[config.mk]
export PLATFORM = sky130hd
export DESIGN_NAME = tube_host_ctrl_flat
export DESIGN_NICKNAME = d
export VERILOG_FILES = /design/src/rtl/tube_host_if.sv /design/src/rtl/tube_host_ctrl.sv /design/src/flat_wrapper.sv
export SDC_FILE = /design/constraint.sdc
export NUM_CORES = 1
export LEC_CHECK = 0
export BUFFER_PORTS_ARGS = -buffer_cell sky130_fd_sc_hd__buf_4
export CAP_MARGIN = 5
export CORE_MARGIN = 3
export CORE_UTILIZATION = 33
export DETAILED_ROUTE_END_ITERATION = 7
export PLACE_DENSITY = 0.73
export SETUP_SLACK_MARGIN = 0.1
export SLEW_MARGIN = 20
export SYNTH_ARGS = -nofsm -noshare
export SYNTH_HDL_FRONTEND = slang
export SYNTH_SLANG_ARGS = --single-unit
[constraint.sdc]
create_clock -name h_phi2 -period 0.9 [get_ports h_phi2]
set_input_delay 0.045 -clock h_phi2 [delete_from_list [all_inputs] [get_ports h_phi2]]
set_output_delay 0.045 -clock h_phi2 [all_outputs]
set_load 0.05 [all_outputs]
[src/rtl/tube_host_if.sv]
// Host-side Tube register bus: decode inputs, status/select outputs and control flag exports.
// The master side is the host bus plus datapath view; the slave side is tube_host_ctrl.
interface tube_host_if;
   logic       h_cs_b;
   logic       h_rdnw;
   logic [2:0] h_addr;
   logic [7:0] h_din;
   logic [3:0] h_data_available;
   logic [3:0] h_not_full;
   logic [7:0] h_dout;
   logic       h_status_oe;
   logic [3:0] h_select;
   logic       h_rd;
   logic [6:0] ctrl_flags;
   logic       fifo_clr;
   logic       h_irq_b;
   logic       p_rst_b;

   modport master (
      output h_cs_b, h_rdnw, h_addr, h_din, h_data_available, h_not_full,
      input  h_dout, h_status_oe, h_select, h_rd, ctrl_flags, fifo_clr, h_irq_b, p_rst_b
   );

   modport slave (
      input  h_cs_b, h_rdnw, h_addr, h_din, h_data_available, h_not_full,
      output h_dout, h_status_oe, h_select, h_rd, ctrl_flags, fifo_clr, h_irq_b, p_rst_b
   );
endinterface

[src/rtl/tube_host_ctrl.sv]
// Tube host register controller: address decode, status bytes, {T,P,V,M,J,I,Q} flags, IRQ, clear pulse.
// TUBE_SOFT_RESET_EN adds the P-flag countdown that times p_rst_b; otherwise p_rst_b follows h_rst_b.
module tube_host_ctrl #(
   parameter int unsigned RST_CYCLES = 8
) (
   input  logic        h_phi2,
   input  logic        h_rst_b,
   tube_host_if.slave  hif
);

   if (RST_CYCLES < 1 || RST_CYCLES > 255) begin : g_bad_rst_cycles
      $error("RST_CYCLES must be in 1..255");
   end

   logic [1:0] chan;
   logic [5:0] low6;
   logic       ctrl_wr;
   logic [6:0] flags_q, flags_d;

   assign chan    = hif.h_addr[2:1];
   assign ctrl_wr = !hif.h_cs_b && !hif.h_rdnw && (hif.h_addr == 3'd0);

   assign hif.h_select    = (!hif.h_cs_b && hif.h_addr[0]) ? (4'b0001 << chan) : 4'b0000;
   assign hif.h_status_oe = !hif.h_cs_b && hif.h_rdnw && !hif.h_addr[0];
   assign hif.h_rd        = !hif.h_cs_b && hif.h_rdnw;

   // Only R1 status carries the flags; the other channels pad with ones.
   assign low6       = (chan == 2'd0) ? flags_q[5:0] : 6'h3f;
   assign hif.h_dout = {hif.h_data_available[chan], hif.h_not_full[chan], low6};

   assign hif.ctrl_flags = flags_q;
   assign hif.fifo_clr   = flags_q[6];
   assign hif.h_irq_b    = !(flags_q[0] && hif.h_data_available[3]);

`ifdef TUBE_SOFT_RESET_EN
   localparam logic [7:0] RST_LOAD = 8'(RST_CYCLES);

   logic [7:0] cnt_q, cnt_d;

   always_comb begin
      cnt_d = cnt_q;
      if (cnt_q != 8'd0) begin
         cnt_d = cnt_q - 8'd1;
      end
      // Any write touching P either reloads (set) or aborts (clear) the countdown.
      if (ctrl_wr && hif.h_din[5]) begin
         cnt_d = hif.h_din[7] ? RST_LOAD : 8'd0;
      end
   end

   always_ff @(negedge h_phi2 or negedge h_rst_b) begin
      if (!h_rst_b) begin
         cnt_q <= RST_LOAD;
      end else begin
         cnt_q <= cnt_d;
      end
   end

   assign hif.p_rst_b = (cnt_q == 8'd0);
`else
   assign hif.p_rst_b = h_rst_b;
`endif

   always_comb begin
      flags_d    = flags_q;
      flags_d[6] = 1'b0;
`ifdef TUBE_SOFT_RESET_EN
      if (cnt_q == 8'd1) begin
         flags_d[5] = 1'b0;
      end
`endif
      if (ctrl_wr) begin
         if (hif.h_din[7]) begin
            flags_d = flags_d | hif.h_din[6:0];
         end else begin
            flags_d = flags_d & ~hif.h_din[6:0];
         end
      end
   end

   always_ff @(negedge h_phi2 or negedge h_rst_b) begin
      if (!h_rst_b) begin
         flags_q <= 7'd0;
      end else begin
         flags_q <= flags_d;
      end
   end

endmodule

[src/flat_wrapper.sv]
// flat-port wrapper written by rule: the top's interface ports become plain ports
module tube_host_ctrl_flat 
#(
   parameter int unsigned RST_CYCLES = 8
)
  (h_phi2, h_rst_b, hif_h_cs_b, hif_h_rdnw, hif_h_addr, hif_h_din, hif_h_data_available, hif_h_not_full, hif_h_dout, hif_h_status_oe, hif_h_select, hif_h_rd, hif_ctrl_flags, hif_fifo_clr, hif_h_irq_b, hif_p_rst_b);
  tube_host_if hif_i ();
  input  logic h_phi2;
  input  logic h_rst_b;
  input wire logic [$bits(hif_i.h_cs_b)-1:0] hif_h_cs_b;
  input wire logic [$bits(hif_i.h_rdnw)-1:0] hif_h_rdnw;
  input wire logic [$bits(hif_i.h_addr)-1:0] hif_h_addr;
  input wire logic [$bits(hif_i.h_din)-1:0] hif_h_din;
  input wire logic [$bits(hif_i.h_data_available)-1:0] hif_h_data_available;
  input wire logic [$bits(hif_i.h_not_full)-1:0] hif_h_not_full;
  output wire logic [$bits(hif_i.h_dout)-1:0] hif_h_dout;
  output wire logic [$bits(hif_i.h_status_oe)-1:0] hif_h_status_oe;
  output wire logic [$bits(hif_i.h_select)-1:0] hif_h_select;
  output wire logic [$bits(hif_i.h_rd)-1:0] hif_h_rd;
  output wire logic [$bits(hif_i.ctrl_flags)-1:0] hif_ctrl_flags;
  output wire logic [$bits(hif_i.fifo_clr)-1:0] hif_fifo_clr;
  output wire logic [$bits(hif_i.h_irq_b)-1:0] hif_h_irq_b;
  output wire logic [$bits(hif_i.p_rst_b)-1:0] hif_p_rst_b;
  assign hif_i.h_cs_b = hif_h_cs_b;
  assign hif_i.h_rdnw = hif_h_rdnw;
  assign hif_i.h_addr = hif_h_addr;
  assign hif_i.h_din = hif_h_din;
  assign hif_i.h_data_available = hif_h_data_available;
  assign hif_i.h_not_full = hif_h_not_full;
  assign hif_h_dout = hif_i.h_dout;
  assign hif_h_status_oe = hif_i.h_status_oe;
  assign hif_h_select = hif_i.h_select;
  assign hif_h_rd = hif_i.h_rd;
  assign hif_ctrl_flags = hif_i.ctrl_flags;
  assign hif_fifo_clr = hif_i.fifo_clr;
  assign hif_h_irq_b = hif_i.h_irq_b;
  assign hif_p_rst_b = hif_i.p_rst_b;
  tube_host_ctrl #(.RST_CYCLES(RST_CYCLES)) u_core (.h_phi2(h_phi2), .h_rst_b(h_rst_b), .hif(hif_i));
endmodule
==> results of run 1 <==
per-stage QoR:
| step | std cells | hold slack (ns) |
|---|---|---|
| after global placement | 109 | 0.207 |
| after CTS | 114 | -0.0675 |
| after floorplan | 44 | 0.0908 |
| after detailed placement | 109 | 0.208 |
timing repair:
action / in CTS
resized for setup: 39
hold endpoints to repair: 7
buffers inserted: 3
setup endpoints to repair: 28
pin swaps: 11
kinds of logic after synthesis:
| kind of cell | after synthesis | synth area share (%) |
|---|---|---|
| flops | 7 | 37.9 |
| buf+inv | 4 | 5.15 |
| simple gates | 25 | 32.5 |
| mux | 8 | 24.4 |
==> flow_summary_export.csv, run 1 <==
group,metric,value,unit
run_status,status,"did not finish",
run_status,failing_step,"5_1_grt",
run_status,error_line,"[ERROR DPL-0033] detailed placement checks failed during check placement.",
synthesis,ys_ff_latch,7,
synthesis,syn-cell-area,462,sq um
die,die_y,43.4,um
die,die_x,43.4,um
grt,grt_max_degree,12,
synthesis,yosys-top-cells-count,"dfrtn_1 (7), mux2_1 (6), nand3_1 (6), or3_1 (6), nand2_1 (3)",
synthesis,synth_top_area_share,37.9,%
synthesis,yosysUniqueCellTypes,17,
synthesis,synth_top_flop_cell,"dfrtn_1",
placement,detailed_place_hpwl,1200,um
synthesis,synth_area_leader_cell,"dfrtn_1",
synthesis,syn-num-nets,67,
placement,place.gp.congestion,0.736,
die,pin_count,47,
synthesis,synth_enable_flop_cells,0,
synthesis,yosys_warnings,0,
placement,postPlaceCellArea,920,sq um
synthesis,yosysSeqAreaShare,37.9,%
synthesis,yosysMostFrequentCell,"dfrtn_1",
clock_network,cts_buffers,3,
die,initial_core_util,38.4,%
synthesis,syn_area_per_cell,10.5,sq um
clock_network,clk_path_buf_depth,2,
placement,io_buffers,46,
timing,worst_endpoint,"hif_h_dout[1]",
clock_network,root_buffer,"clkbuf_4",
placement,post-place-ws,-0.632,ns
grt,grt_antenna_before_repair,0,
timing,worst-ep-kind,"primary output",
die,num_rows,12,
clock_network,htreeDepth,1,
synthesis,ys_top_cells_by_area,"dfrtn_1 (38%), mux2_1 (15%), mux4_2 (9.8%)",
synthesis,async_flop_share,100,%
synthesis,synthCells,44,
clock_network,clock-sinks,7,
==> run 2, diff against run 1 <==
--- a/config.mk
+++ b/config.mk
@@ -7,11 +7,10 @@
 export LEC_CHECK = 0
 export BUFFER_PORTS_ARGS = -buffer_cell sky130_fd_sc_hd__buf_4
 export CAP_MARGIN = 5
-export CORE_MARGIN = 3
-export CORE_UTILIZATION = 33
+export CORE_AREA = 3 3 64 66
 export DETAILED_ROUTE_END_ITERATION = 7
-export PLACE_DENSITY = 0.73
-export SETUP_SLACK_MARGIN = 0.1
+export DIE_AREA = 0 0 67 69
+export PLACE_DENSITY_LB_ADDON = 0.15
 export SLEW_MARGIN = 20
 export SYNTH_ARGS = -nofsm -noshare
 export SYNTH_HDL_FRONTEND = slang
==> flow_summary_export.csv, run 2 <==
group,metric,value,unit
layout,n_antenna_cell,0,
die,die_x,67,um
timing,maxSlewHeadroom,77.3,%
timing,worst_pin_slew,0.340,ns
run_status,status,"finished with violations",
pwr,p_per_area,1520,nW/um^2
grt,met1_usage,11.5,%
setup_path,cp_data_arrival_time,1.54,ns
placement,place.gp.congestion,0.635,
synthesis,yosysSeqAreaShare,37.9,%
pwr,switching_power,0.000751,W
setup_path,crit_fanout,2,
grt,gr-total-overflow,0,
flow_run,max_cap_violations,0,
placement,io_buffers,46,
layout,final_cells,157,
setup_path,cp_cell_sequence,"or3_4 > buf_8",
routing,drtIter0Drc,14,
layout,final_cell_area,1340,sq um
synthesis,syn_area_per_cell,10.5,sq um
layout,final_common_cell,"buf_4",
synthesis,yosysUniqueCellTypes,17,
setup_path,cp.required,0.85,ns
routing,vias_per_cell,3.80,
setup_path,crit_path_max_incr_delay,0.34,ns
synthesis,synth_adder_area_share,0,%
synthesis,synthCells,44,
pwr,p_sw_share,37.0,%
routing,antenna_left,0,
routing,drc,0,
placement,detailed_place_hpwl,1410,um
grt,grt_max_degree,12,
synthesis,yosysMostFrequentCell,"dfrtn_1",
clock_network,worstSkewPairLatency,0.25,ns
timing,rsz0062_at_grt,"true",
grt,grt_pass1_wl,3120,um
clock_network,cts_buffers,3,
die,pin_count,47,
synthesis,yosys-top-cells-count,"dfrtn_1 (7), mux2_1 (6), nand3_1 (6), or3_1 (6), nand2_1 (3)",
pwr,seq_power_share,20.3,%
routing,routed_wl,2050,um
setup_path,slowest_stage,"dfrtn_1",
layout,final_util,36.8,%
pwr,ir_worst_vdd,0.318,mV
pwr,internal_power,0.00128,W
placement,postPlaceCellArea,965,sq um
die,num_rows,22,
clock_network,clock-sinks,7,
synthesis,synth_top_area_share,37.9,%
pwr,power_frac_clock,21.5,%
clock_network,htreeDepth,1,
synthesis,yosys_warnings,0,
clock_network,path_clk_slew,0.03,ns
synthesis,syn-num-nets,67,
clock_network,root_buffer,"clkbuf_8",
synthesis,synth_top_family_by_area,"simple AND/OR/NAND/NOR gates",
clock_network,cts_tree,"done",
setup_path,critPathBufInv,1,
die,core,3630,sq um
setup_path,crit_family,"flip-flops",
synthesis,ys_top_cells_by_area,"dfrtn_1 (38%), mux2_1 (15%), mux4_2 (9.8%)",
setup_path,crit_type,"reg2out",
grt,top_usage_layer,"met2",
synthesis,syn-cell-area,462,sq um
grt,grt_antenna_before_repair,0,
die,fp.dieArea,4620,sq um
grt,grt_pass1_vias,641,
timing,hold_viol,0,
synthesis,synth_area_leader_cell,"dfrtn_1",
timing,skew,0,ns
die,die_y,69,um
layout,fillers,392,
synthesis,synth_compound_area_share,0,%
synthesis,muxShareOfSynthArea,24.4,%
die,initial_core_util,12.7,%
routing,drt-wirelength-per-cell,13.0,um
clock_network,clk_path_buf_depth,2,
placement,place_inst,144,
layout,syn_to_final_growth,189,%
synthesis,yosys.area_share.simple,32.5,%
synthesis,ys_ff_latch,7,
pwr,power_leakage,0.634,nW
synthesis,synth_top_flop_cell,"dfrtn_1",
timing,setup_viol,23,
synthesis,synth-xor-area-share,0,%
setup_path,worst_setup_path_end_kind,"output port",
timing,fin_ws,-0.687,ns
routing,dr.pass1.iters,2,
layout,layout_common_cells,"buf_4 (31), buf_6 (19), buf_8 (14)",
run_status,violations,"setup timing",
synthesis,async_flop_share,100,%
setup_path,start_kind,"register",
grt,grt_util_met3,3.26,%
layout,layout.nets,133,
routing,vias,597,
grt,grtUsageMet2,13.2,%
worst_hold_path,min_path_type,"in2out",
worst_hold_path,min_from,"h_rst_b",
grt,gr-usage-all-layers,8.97,%
layout,drive_gt1_share,88.1,%
pwr,combPwrFrac,58.2,%
placement,post-place-ws,-0.686,ns
synthesis,synth_enable_flop_cells,0,
timing,drv_slew,0,
[run 2: path summary, 6_finish.rpt]
check / endpoint / slack, ns / cells after the start
setup reg to reg: register / -0.10 / 3
hold / removal: hif_p_rst_b / 0.36 / 2
hold reg to reg: register / 0.57 / 2
max in group asynchronous: asynchronous set/reset pin / 0.05 / 2
setup / recovery: hif_h_dout[1] / -0.69 / 2
min in group asynchronous: u_core.hif.ctrl_flags[6] / 0.57 / 2
[run 2: cells by family (layout without fill, tap and decap cells)]
family / Yosys count / in the layout
mux: 8 / 8
flops: 7 / 7
simple gates: 25 / 25
buf+inv: 4 / 69
[run 2: cell type report]
cell class                 count  area [sq um]  area share [%]
clock buffer                   4          45.0            3.37
sequential                     7           175            13.1
tap                           48          60.1            4.49
timing repair buffer          65           667            49.9
multi-input combinational     33           389            29.1
[run 2: routing by layer]
layer,vias up,routed length [um]
met3,4,225
met2,31,981
met1,273,818
met5,-,0
met4,0,23
li1,289,-
[run 2: repair_timing]
item,4_1_cts,5_1_grt
pin swaps,7,2
setup endpoints to repair,28,33
hold endpoints to repair,7,7
cloned,0,0
gates resized for setup,57,9
hold buffers,1,1
buffers inserted,7,3
[run 2: per-stage QoR]
| stage | power (W) | hold slack, ns | TNS [ns] |
|---|---|---|---|
| floorplan | 0.000920 | 0.0908 | -9.34 |
| global placement | 0.00127 | 0.214 | -9.89 |
| detailed placement | 0.00127 | 0.213 | -10.12 |
| CTS | 0.00202 | 0.362 | -10.97 |
| global route | 0.00214 | 0.369 | -12.06 |
| finish | 0.00203 | 0.359 | -11.00 |
[run 2: power groups by stage]
stage / registers [W] / logic [W] / clock network, W
2_1_floorplan: 0.000604 / 0.000316 / 0
3_3_place_gp: 0.000403 / 0.000864 / 0
3_5_place_dp: 0.000405 / 0.000868 / 0
4_1_cts: 0.000409 / 0.00116 / 0.000451
5_1_grt: 0.000416 / 0.00124 / 0.000479
6_report: 0.000411 / 0.00118 / 0.000436
Power figures use the tool's default switching activity.
